==> config.mk <==
export PLATFORM = sky130hd
export DESIGN_NAME = mem_access_ctrl
export DESIGN_NICKNAME = d
export VERILOG_FILES = /design/src/rtl/pipe_pkg.sv /design/src/rtl/mem_lane_align.sv /design/src/rtl/mem_access_ctrl.sv
export SDC_FILE = /design/constraint.sdc
export NUM_CORES = 1
export LEC_CHECK = 0
export CORE_ASPECT_RATIO = 0.5
export CORE_MARGIN = 4
export CORE_UTILIZATION = 45
export CTS_CLUSTER_DIAMETER = 200
export CTS_CLUSTER_SIZE = 12
export DETAILED_ROUTE_END_ITERATION = 10
export PLACE_DENSITY = 0.82
export SYNTH_ARGS = -nofsm -noshare
export SYNTH_HDL_FRONTEND = slang
export SYNTH_HIERARCHICAL = 1
export SYNTH_SLANG_ARGS = --single-unit
==> constraint.sdc <==
create_clock -name clk -period 4.7 [get_ports clk]
set_input_delay 0.47 -clock clk [delete_from_list [all_inputs] [get_ports clk]]
set_output_delay 0.47 -clock clk [all_outputs]
set_load 0.03 [all_outputs]
==> src/rtl/pipe_pkg.sv <==
// Shared MEM-stage definitions: funct3 access encodings, memory FSM states,
// byte-enable patterns and the alignment rule used by the load/store unit.
package pipe_pkg;

  localparam logic [2:0] F3_B  = 3'b000;
  localparam logic [2:0] F3_H  = 3'b001;
  localparam logic [2:0] F3_W  = 3'b010;
  localparam logic [2:0] F3_BU = 3'b100;
  localparam logic [2:0] F3_HU = 3'b101;

  localparam logic [1:0] SZ_B = 2'b00;
  localparam logic [1:0] SZ_H = 2'b01;
  localparam logic [1:0] SZ_W = 2'b10;

  localparam logic [3:0] BE_B = 4'b0001;
  localparam logic [3:0] BE_H = 4'b0011;
  localparam logic [3:0] BE_W = 4'b1111;

  typedef enum logic [1:0] {
    IDLE   = 2'd0,
    REQ    = 2'd1,
    WAIT_R = 2'd2,
    DONE   = 2'd3
  } mem_state_t;

  // Size comes from funct3[1:0]; the unsigned bit (funct3[2]) never affects alignment.
  function automatic logic is_misaligned(input logic [1:0] size, input logic [1:0] addr_lo);
    logic mis;
    mis = 1'b0;
    case (size)
      SZ_H:    mis = addr_lo[0];
      SZ_W:    mis = |addr_lo;
      default: mis = 1'b0;
    endcase
    return mis;
  endfunction

endpackage

==> src/rtl/mem_lane_align.sv <==
// Pure combinational lane steering: store byte-enables/replicated data, and
// load byte/half extraction with sign or zero extension. Zero latency.
module mem_lane_align
  import pipe_pkg::*;
(
  input  logic [1:0]  i_st_size,
  input  logic [1:0]  i_st_addr_lo,
  input  logic [31:0] i_st_wdata,
  input  logic [2:0]  i_ld_funct3,
  input  logic [1:0]  i_ld_addr_lo,
  input  logic [31:0] i_ld_rdata,
  output logic [3:0]  o_st_be,
  output logic [31:0] o_st_wdata,
  output logic [31:0] o_ld_data
);

  logic [7:0]  w_byte;
  logic [15:0] w_half;

  always_comb begin
    o_st_be    = BE_W;
    o_st_wdata = i_st_wdata;
    case (i_st_size)
      SZ_B: begin
        o_st_be    = BE_B << i_st_addr_lo;
        o_st_wdata = {4{i_st_wdata[7:0]}};
      end
      SZ_H: begin
        o_st_be    = BE_H << {i_st_addr_lo[1], 1'b0};
        o_st_wdata = {2{i_st_wdata[15:0]}};
      end
      default: begin
        o_st_be    = BE_W;
        o_st_wdata = i_st_wdata;
      end
    endcase
  end

  always_comb begin
    w_byte = i_ld_rdata[7:0];
    case (i_ld_addr_lo)
      2'd0: w_byte = i_ld_rdata[7:0];
      2'd1: w_byte = i_ld_rdata[15:8];
      2'd2: w_byte = i_ld_rdata[23:16];
      2'd3: w_byte = i_ld_rdata[31:24];
      default: w_byte = i_ld_rdata[7:0];
    endcase
    w_half = i_ld_addr_lo[1] ? i_ld_rdata[31:16] : i_ld_rdata[15:0];
  end

  always_comb begin
    o_ld_data = i_ld_rdata;
    case (i_ld_funct3)
      F3_B:    o_ld_data = {{24{w_byte[7]}}, w_byte};
      F3_BU:   o_ld_data = {24'd0, w_byte};
      F3_H:    o_ld_data = {{16{w_half[15]}}, w_half};
      F3_HU:   o_ld_data = {16'd0, w_half};
      default: o_ld_data = i_ld_rdata;
    endcase
  end

endmodule

==> src/rtl/mem_access_ctrl.sv <==
// MEM-stage load/store sequencer on a req/gnt/rvalid bus; stalls the pipe until done.
// Immediate grant: store stalls 2 cycles, load 3 (+rvalid delay); waits indefinitely on gnt/rvalid.
module mem_access_ctrl
  import pipe_pkg::*;
#(
  parameter int ADDR_W = 32,
  parameter int DATA_W = 32
) (
  input  logic              clk,
  input  logic              rst,
  input  logic              mem_read_i,
  input  logic              mem_write_i,
  input  logic [2:0]        funct3_i,
  input  logic [ADDR_W-1:0] addr_i,
  input  logic [DATA_W-1:0] wdata_i,
  input  logic              flush_i,
  output logic              stall_o,
  output logic [DATA_W-1:0] load_data_o,
  output logic              load_valid_o,
  output logic              misalign_o,
  output logic              bus_req_o,
  output logic              bus_we_o,
  output logic [ADDR_W-1:0] bus_addr_o,
  output logic [3:0]        bus_be_o,
  output logic [DATA_W-1:0] bus_wdata_o,
  input  logic              bus_gnt_i,
  input  logic              bus_rvalid_i,
  input  logic [DATA_W-1:0] bus_rdata_i
);

  mem_state_t        r_state;
  logic [ADDR_W-1:0] r_addr;
  logic [3:0]        r_be;
  logic [DATA_W-1:0] r_wdata;
  logic [2:0]        r_funct3;
  logic              r_we;
  logic              r_drop;
  logic [DATA_W-1:0] r_load_data;
  logic              r_load_valid;
  logic              r_misalign;

  logic              w_access;
  logic              w_mis;
  logic              w_start;
  logic              w_stall;
  logic [3:0]        w_st_be;
  logic [DATA_W-1:0] w_st_wdata;
  logic [DATA_W-1:0] w_ld_data;

  assign w_access = (mem_read_i | mem_write_i) & ~flush_i;
  assign w_mis    = is_misaligned(funct3_i[1:0], addr_i[1:0]);
  assign w_start  = (r_state == IDLE) & w_access & ~w_mis;

  mem_lane_align u_lane (
    .i_st_size    (funct3_i[1:0]),
    .i_st_addr_lo (addr_i[1:0]),
    .i_st_wdata   (wdata_i),
    .i_ld_funct3  (r_funct3),
    .i_ld_addr_lo (r_addr[1:0]),
    .i_ld_rdata   (bus_rdata_i),
    .o_st_be      (w_st_be),
    .o_st_wdata   (w_st_wdata),
    .o_ld_data    (w_ld_data)
  );

  always_comb begin
    w_stall = 1'b0;
    case (r_state)
      IDLE:    w_stall = w_start;
      REQ:     w_stall = ~flush_i;
      WAIT_R:  w_stall = 1'b1;
      DONE:    w_stall = 1'b0;
      default: w_stall = 1'b0;
    endcase
  end

  // A flush in REQ withdraws the request in the same cycle, so any grant seen then is void.
  assign bus_req_o    = (r_state == REQ) & ~flush_i & ~rst;
  assign stall_o      = w_stall & ~rst;
  assign bus_we_o     = r_we;
  assign bus_addr_o   = {r_addr[ADDR_W-1:2], 2'b00};
  assign bus_be_o     = r_be;
  assign bus_wdata_o  = r_wdata;
  assign load_data_o  = r_load_data;
  assign load_valid_o = r_load_valid;
  assign misalign_o   = r_misalign;

  always_ff @(posedge clk or posedge rst) begin
    if (rst) begin
      r_state      <= IDLE;
      r_addr       <= '0;
      r_be         <= '0;
      r_wdata      <= '0;
      r_funct3     <= '0;
      r_we         <= 1'b0;
      r_drop       <= 1'b0;
      r_load_data  <= '0;
      r_load_valid <= 1'b0;
      r_misalign   <= 1'b0;
    end else begin
      r_load_valid <= 1'b0;
      r_misalign   <= 1'b0;
      case (r_state)
        IDLE: begin
          if (w_access && w_mis) begin
            r_misalign <= 1'b1;
          end else if (w_start) begin
            r_addr   <= addr_i;
            r_be     <= w_st_be;
            r_wdata  <= w_st_wdata;
            r_funct3 <= funct3_i;
            r_we     <= mem_write_i;
            r_drop   <= 1'b0;
            r_state  <= REQ;
          end
        end
        REQ: begin
          if (flush_i) begin
            r_state <= IDLE;
          end else if (bus_gnt_i) begin
            r_state <= r_we ? DONE : WAIT_R;
          end
        end
        WAIT_R: begin
          if (flush_i) begin
            r_drop <= 1'b1;
          end
          // The bus read cannot be abandoned; a killed load still drains its rvalid.
          if (bus_rvalid_i) begin
            if (r_drop || flush_i) begin
              r_state <= IDLE;
            end else begin
              r_load_data  <= w_ld_data;
              r_load_valid <= 1'b1;
              r_state      <= DONE;
            end
          end
        end
        DONE: begin
          r_state <= IDLE;
        end
        default: begin
          r_state <= IDLE;
        end
      endcase
    end
  end

endmodule
==> flow_metrics.py <==
metrics = {
    "clocking": {
        "tritoncts_num_sinks": 109,
        "clock_tree.htree_level_count": 3,
        "cts-resized-gates": 0,
        "clk_pin_slew_ns": 0.07,
        "clock_tree_from_tritoncts": "built",
        "worstSkewPairLatency_ns": 0.35,
        "tritoncts.num_buffers": 9,
        "cts.repair_timing.setup_buffer_count": 0,
        "cts_root_buffer": "clkbuf_16",
        "cts.hold.buffers_added": 0,
        "max-clock-path-buffers": 2,
    },
    "route": {
        "routed_wire_length_per_instance_um": 17.5,
        "route.vias.total": 4014,
        "initialDrtViolationCount": 261,
        "drt-total-wl_um": 14000,
        "drt-pass1-iter-count": 4,
        "ant_nets": 0,
        "drc": 0,
        "drt-vias-per-instance": 5.02,
    },
    "critical_path": {
        "worstReg2RegEnd": "load_data_o[15]$_DFFE_PP0P_",
        "r2r.worst_path.cells": 4,
        "cp_max_fo": 14,
        "start_kind": "input pin",
        "worst-endpoint-required_ns": 4.23,
        "critical_path_origin": "funct3_i[0]",
        "critical_path_arrival_ns": 2.72,
        "worstSetupEndpointType": "output pin",
        "beginning_of_the_worst_register_to_register_path": "r_funct3[1]$_DFFE_PP0P_",
        "worst_setup_path_endpoint": "stall_o",
        "path_class": "input pin to output pin",
        "rrSetupSlack_ns": 2.31,
    },
    "global_routing": {
        "grt_pass1_vias": 4264,
        "globalRouteOverflowTotal": 0,
        "grt_first_pass_wirelength_um": 22100,
        "grt_util_all_layers_pct": 19.8,
        "initial_antenna_violation_count": 0,
        "pin_count_of_the_biggest_net_entering_global_routing": 75,
    },
    "pwr": {
        "power.density_cell_area_nw_per_um2": 684,
        "power.leakage_nw": 3.37,
        "switchingPower_mw": 2.16,
        "finalPower_mw": 5.29,
        "power_report.internal_total_mw": 3.13,
        "combinationalPowerShare_pct": 52.2,
        "seq_power_share_pct": 32.0,
        "pwr-share-clk_pct": 15.8,
        "netSwitchingFraction_pct": 40.8,
        "power.ir.vdd_worst_mv": 0.320,
    },
    "die": {
        "core_um2": 11900,
        "std_cell_rows": 28,
        "initial_utilization_pct": 46.4,
        "ioPinCount": 211,
        "design.die.area_um2": 14200,
        "chipHeight_um": 86.3,
        "die_w_um": 165,
    },
    "yosys": {
        "synthesis.area_um2": 5520,
        "synth-seq-area-share_pct": 49.4,
        "syn-instance-count": 472,
        "yosysUniqueCellTypes": 34,
        "synth.ff_latch_count": 109,
        "yosys.area.top_type": "dfrtp_1",
        "yosysWarningCount": 6,
        "synthDominantCellAreaShare_pct": 49.4,
        "syn_avg_cell_area_um2": 11.7,
        "ys_top_cells_by_area": "dfrtp_1 49%, mux2_2 15%, mux2_1 9.6%",
    },
    "final_layout": {
        "stdcell_area_um2": 7720,
        "finalCoreUtilization_pct": 64.9,
        "mostFrequentLayoutCells": "208 x clkdlybuf4s50_1, 109 x dfrtp_1, 78 x nand2_1",
        "nFillCells": 930,
        "layout.cells.most_common": "clkdlybuf4s50_1",
        "final_nets": 738,
        "layout-area-overhead-vs-synth_pct": 39.9,
        "ratio_of_cells_with_drive_above_1_in_the_final_layout_pct": 15.4,
        "multiInputGateArea_um2": 2310,
        "antenna_cells_inserted": 0,
        "area_taken_by_flip_flops_and_latches_um2": 2730,
    },
    "sta": {
        "slew_violations": 0,
        "grt_setup_unrepaired": "no",
        "timing.final.crit_share_pct": 67.9,
        "tightestPinTransition_ns": 1.11,
        "finalHoldViolations": 0,
        "fin_tns_setup_ns": 0,
        "fmaxAchievable_mhz": 313,
        "final_period_minus_worst_setup_slack_ns": 3.19,
        "worst_slew_margin_rel_pct": 25.9,
        "finClkSkew_ns": 0.00674,
        "report.final.setup_viol": 0,
    },
    "placement": {
        "place.port_buffers": 208,
        "detailed_place_hpwl_um": 10100,
        "routabilityCongestion": 0.798,
        "placed_cell_area_um2": 7390,
    },
    "outcome": {
        "outcome": "finished clean",
    },
    "run": {
        "drv.max_cap_violation_count": 0,
    },
    "worst_hold_path": {
        "hold_class": "flip-flop to flip-flop",
    },
}
sequential cells by signal, indices dropped and copies added (netlist names), 2 cells and up:
| name | flops |
|---|---|
| bus_wdata_o | 32 |
| load_data_o | 32 |
| r_addr | 32 |
| bus_be_o | 4 |
| r_funct3 | 3 |
| r_state | 2 |
cells in the mapped netlist, drive strengths merged:
cell / number
dfrtp: 109
a32o: 1
a21o: 2
nor2: 11
nor2b: 3
buf: 55
a21oi: 6
a22o: 1
nand2b: 8
a22oi: 7
o21bai: 3
or2: 1
o22a: 1
and3b: 1
nor4: 1
o21ai: 17
o31a: 1
inv: 8
mux2i: 8
nand3: 1
a221o: 8
o32a: 1
nor4b: 1
conb: 1
mux2: 120
mux4: 2
a31oi: 1
nand2: 78
ha: 2
and3: 1
clkbuf: 12
per-stage QoR:
stage,hold slack (ns),worst slack [ns],std cells
floorplan,0.456,0.884,473
global placement,0.467,1.54,784
detailed placement,0.475,1.50,784
CTS,0.493,1.51,800
global route,0.505,1.36,800
finish,0.488,1.51,800
critical path, cell delays in order:
cell             delay, ns
clkdlybuf4s50_1       0.46
buf_4                 0.24
inv_1                 0.07
ha_1                  0.29
a21oi_1               0.27
nor4_4                0.06
o31a_1                0.24
clkdlybuf4s50_1       0.61
per-layer routing:
layer  vias up  part of all wire [%]  track usage [%]
li1       1893                     -                -
met1      1990                    41             23.6
met2       109                    52             35.5
met3        22                   5.9             5.61
met4         0                   1.9             5.58
met5         -                     0                0
cell type report:
class                      instances  share of cell area (%)
clock inverter                     6                    1.21
inverter                           8                   0.421
timing repair buffer             213                    27.4
tap                              165                    2.67
multi-input combinational        289                    29.9
sequential                       109                    35.3
clock buffer                      10                    3.09
power groups by stage:
| stage | combinational [mW] | clock, mW | sequential, mW |
|---|---|---|---|
| after CTS | 2.79 | 0.858 | 1.70 |
| after detailed placement | 2.78 | 0 | 1.71 |
| after global routing | 2.91 | 0.904 | 1.76 |
| final | 2.76 | 0.837 | 1.69 |
| after floorplan | 1.40 | 0 | 2.13 |
| after global placement | 2.74 | 0 | 1.68 |
how the worst min path moves through the flow:
stage                                     start  slack (ns)  depth (start not counted)                          end
detailed placement  bus_wdata_o[19]$_DFFE_PP0P_        0.47                          1  bus_wdata_o[19]$_DFFE_PP0P_
CTS                 bus_wdata_o[19]$_DFFE_PP0P_        0.49                          1  bus_wdata_o[19]$_DFFE_PP0P_
floorplan               r_funct3[1]$_DFFE_PP0P_        0.46                          1      r_funct3[1]$_DFFE_PP0P_
global route        bus_wdata_o[29]$_DFFE_PP0P_        0.51                          1  bus_wdata_o[29]$_DFFE_PP0P_
global placement         r_addr[28]$_DFFE_PP0P_        0.47                          1       r_addr[28]$_DFFE_PP0P_
finish              bus_wdata_o[29]$_DFFE_PP0P_        0.49                          1  bus_wdata_o[29]$_DFFE_PP0P_
cells by family (layout without fill, tap and decap cells):
| group | count (synthesis) | in the layout | share of synthesized area, % |
|---|---|---|---|
| buffers and inverters | 75 | 237 | 8.93 |
| AOI/OAI and AO/OA | 49 | 49 | 6.12 |
| adders and majority gates | 2 | 2 | 0.453 |
| DFF | 109 | 109 | 49.4 |
| and+or+nand+nor | 106 | 106 | 8.31 |
| muxes | 130 | 130 | 26.7 |
| other | 1 | 2 | 0.0679 |
Note: power is estimated with default switching activity, not from simulation.
